==> src/rtl/jtag_shift_engine.sv <==
// Command-level JTAG sequencer: TAP reset, IR/DR scan and idle clocking, paced at 2*CLK_DIV ps7_clk per TCK.
// Define JTAG_TRST_PULSE_EN to also pulse trst_no low during a TAP reset command.
module jtag_shift_engine #(
    parameter int unsigned CLK_DIV = 4
) (
    input  logic        ps7_clk,
    input  logic        ps7_rst_n,
    input  logic        cmd_valid_i,
    output logic        cmd_ready_o,
    input  logic [1:0]  cmd_type_i,
    input  logic [4:0]  cmd_len_i,
    input  logic [31:0] cmd_data_i,
    output logic        rsp_valid_o,
    input  logic        rsp_ready_i,
    output logic [31:0] rsp_data_o,
    output logic        busy_o,
    output logic        tck_o,
    output logic        tms_o,
    output logic        tdi_o,
    output logic        trst_no,
    input  logic        tdo_i
);

    typedef enum logic [1:0] {CMD_RST = 2'b00, CMD_IR = 2'b01, CMD_DR = 2'b10, CMD_IDLE = 2'b11} cmd_e;
    typedef enum logic [2:0] {IDLE, HEAD, SHIFT, TAIL, DONE} state_e;

    state_e      state;
    state_e      adv_state;
    state_e      start_state;
    cmd_e        typ;
    logic [4:0]  len;
    logic [31:0] data;
    logic [4:0]  cnt;
    logic [4:0]  adv_cnt;
    logic [4:0]  head_last;
    logic [7:0]  div_cnt;

    // TAP pin values for a given bit position: {trst_n, tms, tdi}.
    function automatic logic [2:0] drive(input state_e st, input logic [4:0] c, input cmd_e t,
                                         input logic [4:0] l, input logic [31:0] d);
        logic       tms;
        logic       tdi;
        logic       trst_n;
        logic [7:0] pat;
        tms    = 1'b0;
        tdi    = 1'b0;
        trst_n = 1'b1;
        case (t)
            CMD_RST: pat = 8'b0001_1111;
            CMD_IR:  pat = 8'b0000_0011;
            CMD_DR:  pat = 8'b0000_0001;
            default: pat = '0;
        endcase
        case (st)
            HEAD: begin
                tms = pat[c[2:0]];
`ifdef JTAG_TRST_PULSE_EN
                trst_n = !((t == CMD_RST) && (c < 5'd5));
`endif
            end
            SHIFT: begin
                tdi = d[c];
                tms = (t != CMD_IDLE) && (c == l);
            end
            TAIL:    tms = (c == 5'd0);
            default: tms = 1'b0;
        endcase
        return {trst_n, tms, tdi};
    endfunction

    always_comb begin
        start_state = (cmd_e'(cmd_type_i) == CMD_IDLE) ? SHIFT : HEAD;
        case (typ)
            CMD_RST: head_last = 5'd5;
            CMD_IR:  head_last = 5'd3;
            default: head_last = 5'd2;
        endcase
        adv_state = state;
        adv_cnt   = cnt + 5'd1;
        case (state)
            HEAD: if (cnt == head_last) begin
                adv_cnt   = '0;
                adv_state = (typ == CMD_RST) ? DONE : SHIFT;
            end
            SHIFT: if (cnt == len) begin
                adv_cnt   = '0;
                adv_state = (typ == CMD_IDLE) ? DONE : TAIL;
            end
            TAIL: if (cnt == 5'd1) begin
                adv_cnt   = '0;
                adv_state = DONE;
            end
            default: adv_cnt = '0;
        endcase
    end

    always_ff @(posedge ps7_clk or negedge ps7_rst_n) begin
        if (!ps7_rst_n) begin
            state       <= IDLE;
            typ         <= CMD_RST;
            len         <= '0;
            data        <= '0;
            cnt         <= '0;
            div_cnt     <= '0;
            cmd_ready_o <= 1'b1;
            rsp_valid_o <= 1'b0;
            rsp_data_o  <= '0;
            busy_o      <= 1'b0;
            tck_o       <= 1'b0;
            tms_o       <= 1'b0;
            tdi_o       <= 1'b0;
            trst_no     <= 1'b1;
        end else begin
            case (state)
                IDLE: if (cmd_valid_i) begin
                    typ         <= cmd_e'(cmd_type_i);
                    len         <= cmd_len_i;
                    data        <= cmd_data_i;
                    rsp_data_o  <= '0;
                    state       <= start_state;
                    cnt         <= '0;
                    div_cnt     <= '0;
                    tck_o       <= 1'b0;
                    busy_o      <= 1'b1;
                    cmd_ready_o <= 1'b0;
                    {trst_no, tms_o, tdi_o} <= drive(start_state, 5'd0, cmd_e'(cmd_type_i),
                                                     cmd_len_i, cmd_data_i);
                end
                HEAD, SHIFT, TAIL: begin
                    if (div_cnt == 8'(CLK_DIV - 1)) begin
                        div_cnt <= '0;
                        if (!tck_o) begin
                            tck_o <= 1'b1;
                            if (state == SHIFT && (typ == CMD_IR || typ == CMD_DR))
                                rsp_data_o[cnt] <= tdo_i;
                        end else begin
                            // End of the high phase: step to the next bit and present its TMS/TDI.
                            tck_o <= 1'b0;
                            state <= adv_state;
                            cnt   <= adv_cnt;
                            {trst_no, tms_o, tdi_o} <= drive(adv_state, adv_cnt, typ, len, data);
                            if (adv_state == DONE)
                                rsp_valid_o <= 1'b1;
                        end
                    end else begin
                        div_cnt <= div_cnt + 8'd1;
                    end
                end
                DONE: if (rsp_ready_i) begin
                    state       <= IDLE;
                    rsp_valid_o <= 1'b0;
                    busy_o      <= 1'b0;
                    cmd_ready_o <= 1'b1;
                end
                default: state <= IDLE;
            endcase
        end
    end

endmodule

==> config.mk <==
export PLATFORM = sky130hd
export DESIGN_NAME = jtag_shift_engine
export DESIGN_NICKNAME = d
export VERILOG_FILES = /design/src/rtl/jtag_shift_engine.sv
export SDC_FILE = /design/constraint.sdc
export NUM_CORES = 1
export LEC_CHECK = 0
export ABC_AREA = 1
export CAP_MARGIN = 10
export CORE_MARGIN = 4
export CORE_UTILIZATION = 40
export DETAILED_ROUTE_END_ITERATION = 10
export DONT_BUFFER_PORTS = 1
export PLACE_DENSITY_LB_ADDON = 0.12
export SYNTH_ARGS = -nofsm -noshare
export SYNTH_HDL_FRONTEND = slang
export SYNTH_SLANG_ARGS = --single-unit
==> constraint.sdc <==
create_clock -name ps7_clk -period 1.9 [get_ports ps7_clk]
set_input_delay 0.285 -clock ps7_clk [delete_from_list [all_inputs] [get_ports ps7_clk]]
set_output_delay 0.285 -clock ps7_clk [all_outputs]
set_load 0.01 [all_outputs]
After elaboration in Yosys (flattened, before gate mapping)
Cells that the tools add are included.
{ "word_totals": {"reg_bits": 94} }
{ "classes": {"mux": 69, "add_sub_neg": 2, "magnitude_cmp": 4, "n_reduce_logical": 22, "eq_ne": 31} }
{ "ops": {"columns": ["cell", "n"], "rows": [
  ["two-way mux 32 bit", 4],
  ["case mux 32 bit (2 select lines)", 1],
  ["two-way mux 8 bit", 5],
  ["bitwise mux 32 bit", 1],
  ["two-way mux 5 bit", 6],
  ["case mux 5 bit (3 select lines)", 2],
  ["two-way mux 3 bit", 9],
  ["two-way mux 1 bit", 22],
  ["!= test 2 bit (second input constant)", 9],
  ["case mux 3 bit (3 select lines)", 2],
  ["case mux 8 bit (2 select lines)", 1],
  ["equality test 5 bit", 3],
  ["case mux 1 bit (2 select lines)", 7],
  ["equality test 2 bit (second input constant)", 6],
  ["equality test 3 x 2 -> 1 bit (second input constant)", 4],
  ["less-than comparator 5 x 6 -> 1 bit (second input constant)", 2],
  ["zero test 5 bit", 2],
  ["case mux 5 bit (2 select lines)", 1],
  ["AND reduction 5 bit", 2],
  ["case mux 1 bit (3 select lines)", 3],
  ["adder 8 x 1 -> 8 bit (second input constant)", 1],
  ["equality test 8 x 2 -> 1 bit (second input constant)", 1],
  ["AND reduction 4 bit", 2],
  ["equality test 2 x 1 -> 1 bit (second input constant)", 3],
  ["19 further kinds", 29]
]} }

Longest topological paths before layout
Gate-level depths: netlist of the first run.
{ "logic_depth": {"word_depth": 11, "depth_mapped": 20, "mapped_depth_nobuf": 19} }

Least setup slack after synthesis of the first run
Ideal clock, no wire load.
{ "synth_path": {"path_type": "flip-flop to flip-flop", "start": "reg typ[0]", "end": "reg tdi_o", "t_required_ps": 1779, "path_buffers": 0, "setup_slack_ps": -163, "setup_time_ps": 121, "t_arrival_ps": 1942, "stages_incl_launch_ff": 16, "cell_sequence": "dfrtp_1 > inv_1 > ha_1 > nor2_1 > xor2_1 > nand2_2 > nand2_1 > nand3_2 > nand3_1 > inv_2 > nor2_2 > o211ai_1 > nand2_1 > clkinv_1 > nand3_1 > a21oi_1"} }
{ "synth_via": {"elab_chain_len": 11, "elab_cells_between_ends": 19} }
{ "synth_lines": {"columns": ["element", "line", "text"], "rows": [
  ["from (decl)", "30", "cmd_e typ;"],
  ["from (signal assigned)", "116", "typ <= cmd_e'(cmd_type_i);"],
  ["equality test 2 x 1 -> 1 bit / zero test 2 bit (equally long branches)", "73, 83", null],
  ["case mux 3 bit (2 select lines)", "73", "case (typ)"],
  ["equality test 5 bit", "81", "HEAD: if (cnt == head_last) begin"],
  ["two-way mux 5 bit", "81", null],
  ["case mux 5 bit (3 select lines)", "80", "case (state)"],
  ["binary-select mux 1 bit (select 5 bit)", "62", "tdi = d[c];"],
  ["two-way mux 1 bit (implied by the code)", "62", null],
  ["two-way mux 1 bit *", "54", "case (st)"],
  ["two-way mux 1 bit *", "132", "if (!tck_o) begin"],
  ["two-way mux 1 bit *", "130", "if (div_cnt == 8'(CLK_DIV - 1)) begin"],
  ["case mux 1 bit (2 select lines) *", "114", "case (state)"],
  ["to (signal assigned)", "126", "{trst_no, tms_o, tdi_o} <= drive(start_state, 5'd0, cmd_e'(cmd_type_i),"],
  ["to (signal assigned)", "141", "{trst_no, tms_o, tdi_o} <= drive(adv_state, adv_cnt, typ, len, data);"],
  ["to (decl)", "19", "output logic tdi_o,"]
]} }
Every way passes the cells marked *; elsewhere a longest branch is shown, timed or not. The select of a mux whose other input is x is not followed.
A chain may end at the register's enable or synchronous reset.

Worst setup path in the final report of the first run
Same ends and word-level chain as after synthesis.

==> results of run 1 <==
power groups by stage:
stage          combinational, mW  clock, mW  sequential [mW]
6_report                    6.27       1.72             3.00
5_1_grt                     6.93       1.83             3.07
4_1_cts                     5.75       1.74             2.99
3_5_place_dp                5.11          0             3.02
3_3_place_gp                5.03          0             3.02
2_1_floorplan               3.40          0             2.91
registers in the layout (all words and copies together), names as in the netlist:
register / count
data: 32
rsp_valid_o: 1
len: 5
busy_o: 1
rsp_data_o: 32
tck_o: 1
state: 3
tdi_o: 1
tms_o: 1
div_cnt: 8
typ: 2
cmd_ready_o: 1
cnt: 5
final cells by class:
class                      count  area (µm²)  area share
multi-input combinational    489        2930       0.433
sequential                    93        2330       0.343
timing repair buffer          92         787       0.116
clock buffer                  15         268      0.0395
inverter                      60         248      0.0365
tap                          168         210      0.0310
clock inverter                 1        5.00    0.000738
cell usage in the layout, fill, tap and decap left out, types with 9 or more instances in the layout:
cell / Yosys / final
inv_2: 10 / 11
inv_1: 47 / 41
buf_6: 3 / 9
a21oi_1: 28 / 27
dfrtp_1: 92 / 92
clkbuf_16: 0 / 9
o21ai_1: 3 / 10
nor2_1: 40 / 33
nand3_1: 37 / 31
o31ai_4: 0 / 14
o31ai_2: 0 / 17
o21ai_2: 0 / 9
nand2_1: 233 / 227
o21ai_0: 55 / 36
nand4_1: 15 / 15
buf_4: 3 / 78
kinds of logic after synthesis:
family          after synthesis  synth area share
compound gates              126             0.144
xor+xnor                      4           0.00689
fa+ha+maj                     9            0.0221
buf+inv                      90            0.0755
flops                        93             0.458
other cells                   1          0.000737
simple gates                349             0.293
metal layers:
metal,up-vias,share of wire,GRT usage
met3,21,0.051,0.0519
met5,-,0,0
met1,2307,0.44,0.277
li1,2355,-,-
met4,0,0.015,0.0652
met2,126,0.49,0.349
critical path: cells and delay by family (launching register included):
family | cells | cell delay (ns)
DFF | 1 | 0.41
AOI/OAI and AO/OA | 3 | 0.35
and+or+nand+nor | 9 | 0.81
buffers and inverters | 5 | 0.49
adders and majority gates | 1 | 0.19
path summary, 6_finish.rpt:
| path | to | slack [ns] | depth (start not counted) |
|---|---|---|---|
| max | tdi_o$_DFFE_PN0P_ | -0.43 | 18 |
| min | rsp_data_o[13]$_DFFE_PN0P_ | -0.38 | 0 |
| max reg2reg | tdi_o$_DFFE_PN0P_ | -0.43 | 18 |
| min reg2reg | data[11]$_DFFE_PN0P_ | 0.48 | 2 |
| max in group asynchronous | cmd_ready_o$_DFFE_PN1P_ | 2.03 | 0 |
| min in group ps7_clk | state[2]$_DFFE_PN0P_ | 0.02 | 1 |
through the flow:
| stage | util | cell area [µm²] | setup TNS (ns) | total power [mW] | cells |
|---|---|---|---|---|---|
| 4_1_cts | 0.528 | 6450 | -5.60 | 10.5 | 914 |
| 6_report | 0.555 | 6780 | -2.84 | 11.0 | 918 |
| 2_1_floorplan | - | 5130 | -0.0409 | 6.31 | 672 |
| 3_5_place_dp | 0.472 | 5770 | -1.67 | 8.13 | 883 |
| 5_1_grt | 0.555 | 6780 | -7.89 | 11.8 | 918 |
| 3_3_place_gp | 0.472 | 5770 | -0.695 | 8.05 | 883 |
what timing repair did:
item	in CTS	in global routing
endpoints found under the setup margin	42	49
pin swaps	10	37
gates resized for setup	66	75
hold endpoints to repair	93	93
buffers inserted	14	9
gates cloned	2	0
==> flow_metrics.tcl, run 1 <==
set metrics [dict create \
    status "finished with violations" \
    violations "negative hold slack, negative setup slack" \
    required_ns 2.18 \
    worstPathMaxFanout 5 \
    leakagePower_nw 3.16 \
    power.combinational.fraction 0.571 \
    avgSynthCellArea_um2 7.57 \
    synth.most_common_cell "nand2_1" \
    nets 798 \
    synth_area_leaders "dfrtp_1 (45%), nand2_1 (17%), o21ai_0 (5.4%)" \
    pin_count 83 \
    syn_nets 725 \
    setup_slack_ns -0.430 \
    ir_drop_v 0.000704 \
    fin_crit_sh 1.23 \
    drv_cap 0 \
    cts_tree "yes" \
    synth.largest_area_cell "dfrtp_1" \
    synth_edf_count 0 \
    post-place-ws_ns -0.403 \
    clk_latency_ns 0.35 \
    fin_skew_ns 0.00702 \
    hold_violations 93 \
    yosysWarnings 0 \
    power.clock.fraction 0.156 \
    die_h_um 121 \
    synthDistinctLibCells 36 \
    root_buffer "clkbuf_16" \
    clockBufferDepth 2 \
    coreArea_um2 12200 \
    grt.total_usage 0.212 \
    synth-seq-cells 93 \
    synth_common_cells "nand2_1 (233), dfrtp_1 (92), o21ai_0 (55)" \
    synth_top_area_share 0.453 \
    via_per_inst 5.24 \
    dieArea_um2 14600 \
    gp_congestion 0.917 \
    layout-drive-gt1-share 0.281 \
    setup_violations 31 \
    worstSetupStartpointType "flop" \
    hold_slack_ns -0.376 \
    rsz0062_at_grt "true" \
    powerDensity_nw_per_um2 1620 \
    avgRoutedWirePerCell_um 16.4 \
    crit_chain "inv_2 -> ha_4 -> inv_2 -> nand2_2 -> nand3_2 -> nor2_2 -> nand2_2 -> buf_6 -> nand2_4 -> buf_6 -> o211ai_1 -> o21ai_1 -> nand2_1 -> nor2_2 -> nand2_1 -> inv_2 -> nand3_2 -> a21oi_2" \
    seqPwrFrac 0.273 \
    die_w_um 121 \
    drt_first_pass_iters 5 \
    grt_max_degree 94 \
    ys_seq_area_frac 0.458 \
    rows 40 \
    initial_core_util 0.416 \
    crit_arrival_ns 2.61 \
    r2r_start "typ[0]$_DFFE_PN0P_" \
    drtIter0Drc 318 \
    fmax_mhz 429 \
    fin_crit_ns 2.33 \
    slew_violations 0 \
    route.vias.total 4809 \
    fillers 1182 \
    clock_sinks 93 \
    dp.final_hpwl_um 10100 \
    tightest_slew_ns 0.608 \
    diodes 0 \
    slew_headroom 0.594 \
    swShare 0.453 \
    crit_top_cell "inv_2" \
    criticalPathCategory "reg -> reg" \
    syn-cell-area_um2 5080 \
    synthFlopType "dfrtp_1" \
    grt_first_pass_wirelength_um 24600 \
    worst_setup_path_end_kind "flop" \
    drc 0 \
    gr-total-overflow 0 \
    async_reset_ff_frac 1.00 \
    ant_nets 0 \
    startpoint "typ[0]$_DFFE_PN0P_" \
    grt_antenna_before_repair 0 \
    netlist_instances 672 \
    grt_pass1_vias 4879 \
    worst_path_largest_cell_delay_ns 0.41 \
    port_buffers 0 \
    intPower_mw 6.01 \
    cts_buffers 9 \
    finalWirelength_um 15000 \
    h-tree-depth 3 \
    clk_pin_slew_ns 0.07 \
    power.switching_mw 4.98 \
    min_path_type "in -> async" \
    synthToLayoutAreaGrowth_pct 33.3 \
    critPathSlowestCell "dfrtp_1" \
]
No activity file was read; power rests on OpenSTA's default activity.
==> inputs of run 2 (changes only) <==
==> constraint.sdc (replaced) <==
create_clock -name ps7_clk -period 2.8 [get_ports ps7_clk]
set_input_delay 0.42 -clock ps7_clk [delete_from_list [all_inputs] [get_ports ps7_clk]]
set_output_delay 0.42 -clock ps7_clk [all_outputs]
set_load 0.01 [all_outputs]
==> flow_metrics.tcl, run 2 (synthesis results as in run 1) <==
set metrics [dict create \
    status "finished with violations" \
    violations "negative hold slack" \
    fin_crit_sh 0.894 \
    worst_setup_path_end_kind "flop" \
    grt_antenna_before_repair 0 \
    clockBufferDepth 2 \
    drtIter0Drc 294 \
    fin_skew_ns 0.00721 \
    diodes 0 \
    finalWirelength_um 13200 \
    fillers 1284 \
    post-place-ws_ns 0.277 \
    cts_buffers 9 \
    rows 40 \
    grt_first_pass_wirelength_um 21800 \
    tightest_slew_ns 0.507 \
    initial_core_util 0.416 \
    required_ns 3.04 \
    post-route-util 0.455 \
    layout-drive-gt1-share 0.0836 \
    avgRoutedWirePerCell_um 15.7 \
    root_buffer "clkbuf_16" \
    fin_crit_ns 2.50 \
    grt.total_usage 0.188 \
    setup_tns_ns 0 \
    dieArea_um2 14600 \
    rsz0062_at_grt "false" \
    worstPathMaxFanout 17 \
    worstSetupStartpointType "flop" \
    hold_violations 27 \
    dp.final_hpwl_um 9460 \
    hold_slack_ns -0.0497 \
    drc 0 \
    nets 718 \
    h-tree-depth 3 \
    ir_drop_v 0.000456 \
    cts_tree "yes" \
    clk_latency_ns 0.35 \
    pin_count 83 \
    p_total_mw 6.10 \
    synthToLayoutAreaGrowth_pct 9.30 \
    final_common_cell "nand2_1" \
    layout_common_cells "nand2_1 (233), dfrtp_1 (92), o21ai_0 (55)" \
    crit_arrival_ns 2.74 \
    die_h_um 121 \
    via_per_inst 5.26 \
    ant_nets 0 \
    largestRegisters "data: 32 flops, rsp_data_o: 32 flops, div_cnt: 8 flops" \
    port_buffers 0 \
    powerDensity_nw_per_um2 1100 \
    route.vias.total 4408 \
    slew_headroom 0.662 \
    criticalPathCategory "reg -> reg" \
    drv_cap 0 \
    die_w_um 121 \
    coreArea_um2 12200 \
    grt_max_degree 94 \
    drt_first_pass_iters 5 \
    setup_violations 0 \
    clock_sinks 93 \
    fmax_mhz 400 \
    gp_congestion 0.872 \
    min_path_type "in -> async" \
    leakagePower_nw 2.66 \
    clk_pin_slew_ns 0.06 \
    setup_slack_ns 0.297 \
    slew_violations 0 \
    grt_pass1_vias 4289 \
    gr-total-overflow 0 \
]
## run 2: timing repair
| action | CTS | global route |
|---|---|---|
| setup endpoints to repair | 0 | 1 |
| endpoints found under the hold margin | 93 | 0 |
| hold buffers | 1 | 0 |
| setup buffers | 0 | 0 |
| resized for setup | 0 | 1 |
## run 2: final timing paths
| kind | startpoint | to | cells after the start | slack, ns |
|---|---|---|---|---|
| max in group asynchronous | ps7_rst_n | cmd_ready_o$_DFFE_PN1P_ | 1 | 2.40 |
| min in group ps7_clk | rsp_ready_i | state[2]$_DFFE_PN0P_ | 1 | 0.17 |
| worst max register to register | typ[0]$_DFFE_PN0P_ | tdi_o$_DFFE_PN0P_ | 18 | 0.30 |
| worst min register to register | data[13]$_DFFE_PN0P_ | data[13]$_DFFE_PN0P_ | 2 | 0.48 |
| worst min-delay path | ps7_rst_n | rsp_data_o[20]$_DFFE_PN0P_ | 1 | -0.05 |
| worst max-delay path | typ[0]$_DFFE_PN0P_ | tdi_o$_DFFE_PN0P_ | 18 | 0.30 |
## run 2: power by group
| part | internal [mW] | switching (mW) | total (mW) |
|---|---|---|---|
| registers | 1.73 | 0.333 | 2.06 |
| logic | 0.930 | 1.91 | 2.84 |
| clock network | 0.674 | 0.519 | 1.19 |
## run 2: critical path, stage by stage, from the launching register on
cell,delay (ns)
dfrtp_1,0.37
inv_1,0.09
ha_1,0.26
nor2_1,0.19
xor2_1,0.19
nand2_2,0.14
nand3_4,0.17
nand3_2,0.16
buf_4,0.24
nand2_1,0.07
nand3_1,0.06
nand2_1,0.08
nand2_1,0.05
nand2_1,0.06
inv_1,0.03
nand2_1,0.05
nand2_1,0.05
nand3_1,0.06
a21oi_1,0.06
## run 2: metrics by stage
stage / cells / area [µm²]
after floorplan: 672 / 5080
after CTS: 837 / 5530
after global placement: 820 / 5210
final: 838 / 5560
after detailed placement: 820 / 5210
after global routing: 838 / 5560
## run 2: layer usage
metal | vias up | wire [µm] | share of wire | global-route usage
met5 | - | 0 | 0 | 0
met4 | 0 | 208 | 0.016 | 0.0637
met3 | 13 | 750 | 0.057 | 0.0533
met2 | 121 | 6330 | 0.48 | 0.301
met1 | 2090 | 5870 | 0.45 | 0.244
li1 | 2184 | - | - | -
## run 2: final cells by class
cell class                      count  area, µm²  area share
Sequential cell                    93       2330       0.419
Tap cell                          168        210      0.0378
Inverter                           60        228      0.0410
Clock inverter                      3       18.8     0.00338
Timing Repair Buffer               12        123      0.0221
Multi-Input combinational cell    489       2380       0.428
Clock buffer                       13        270      0.0486
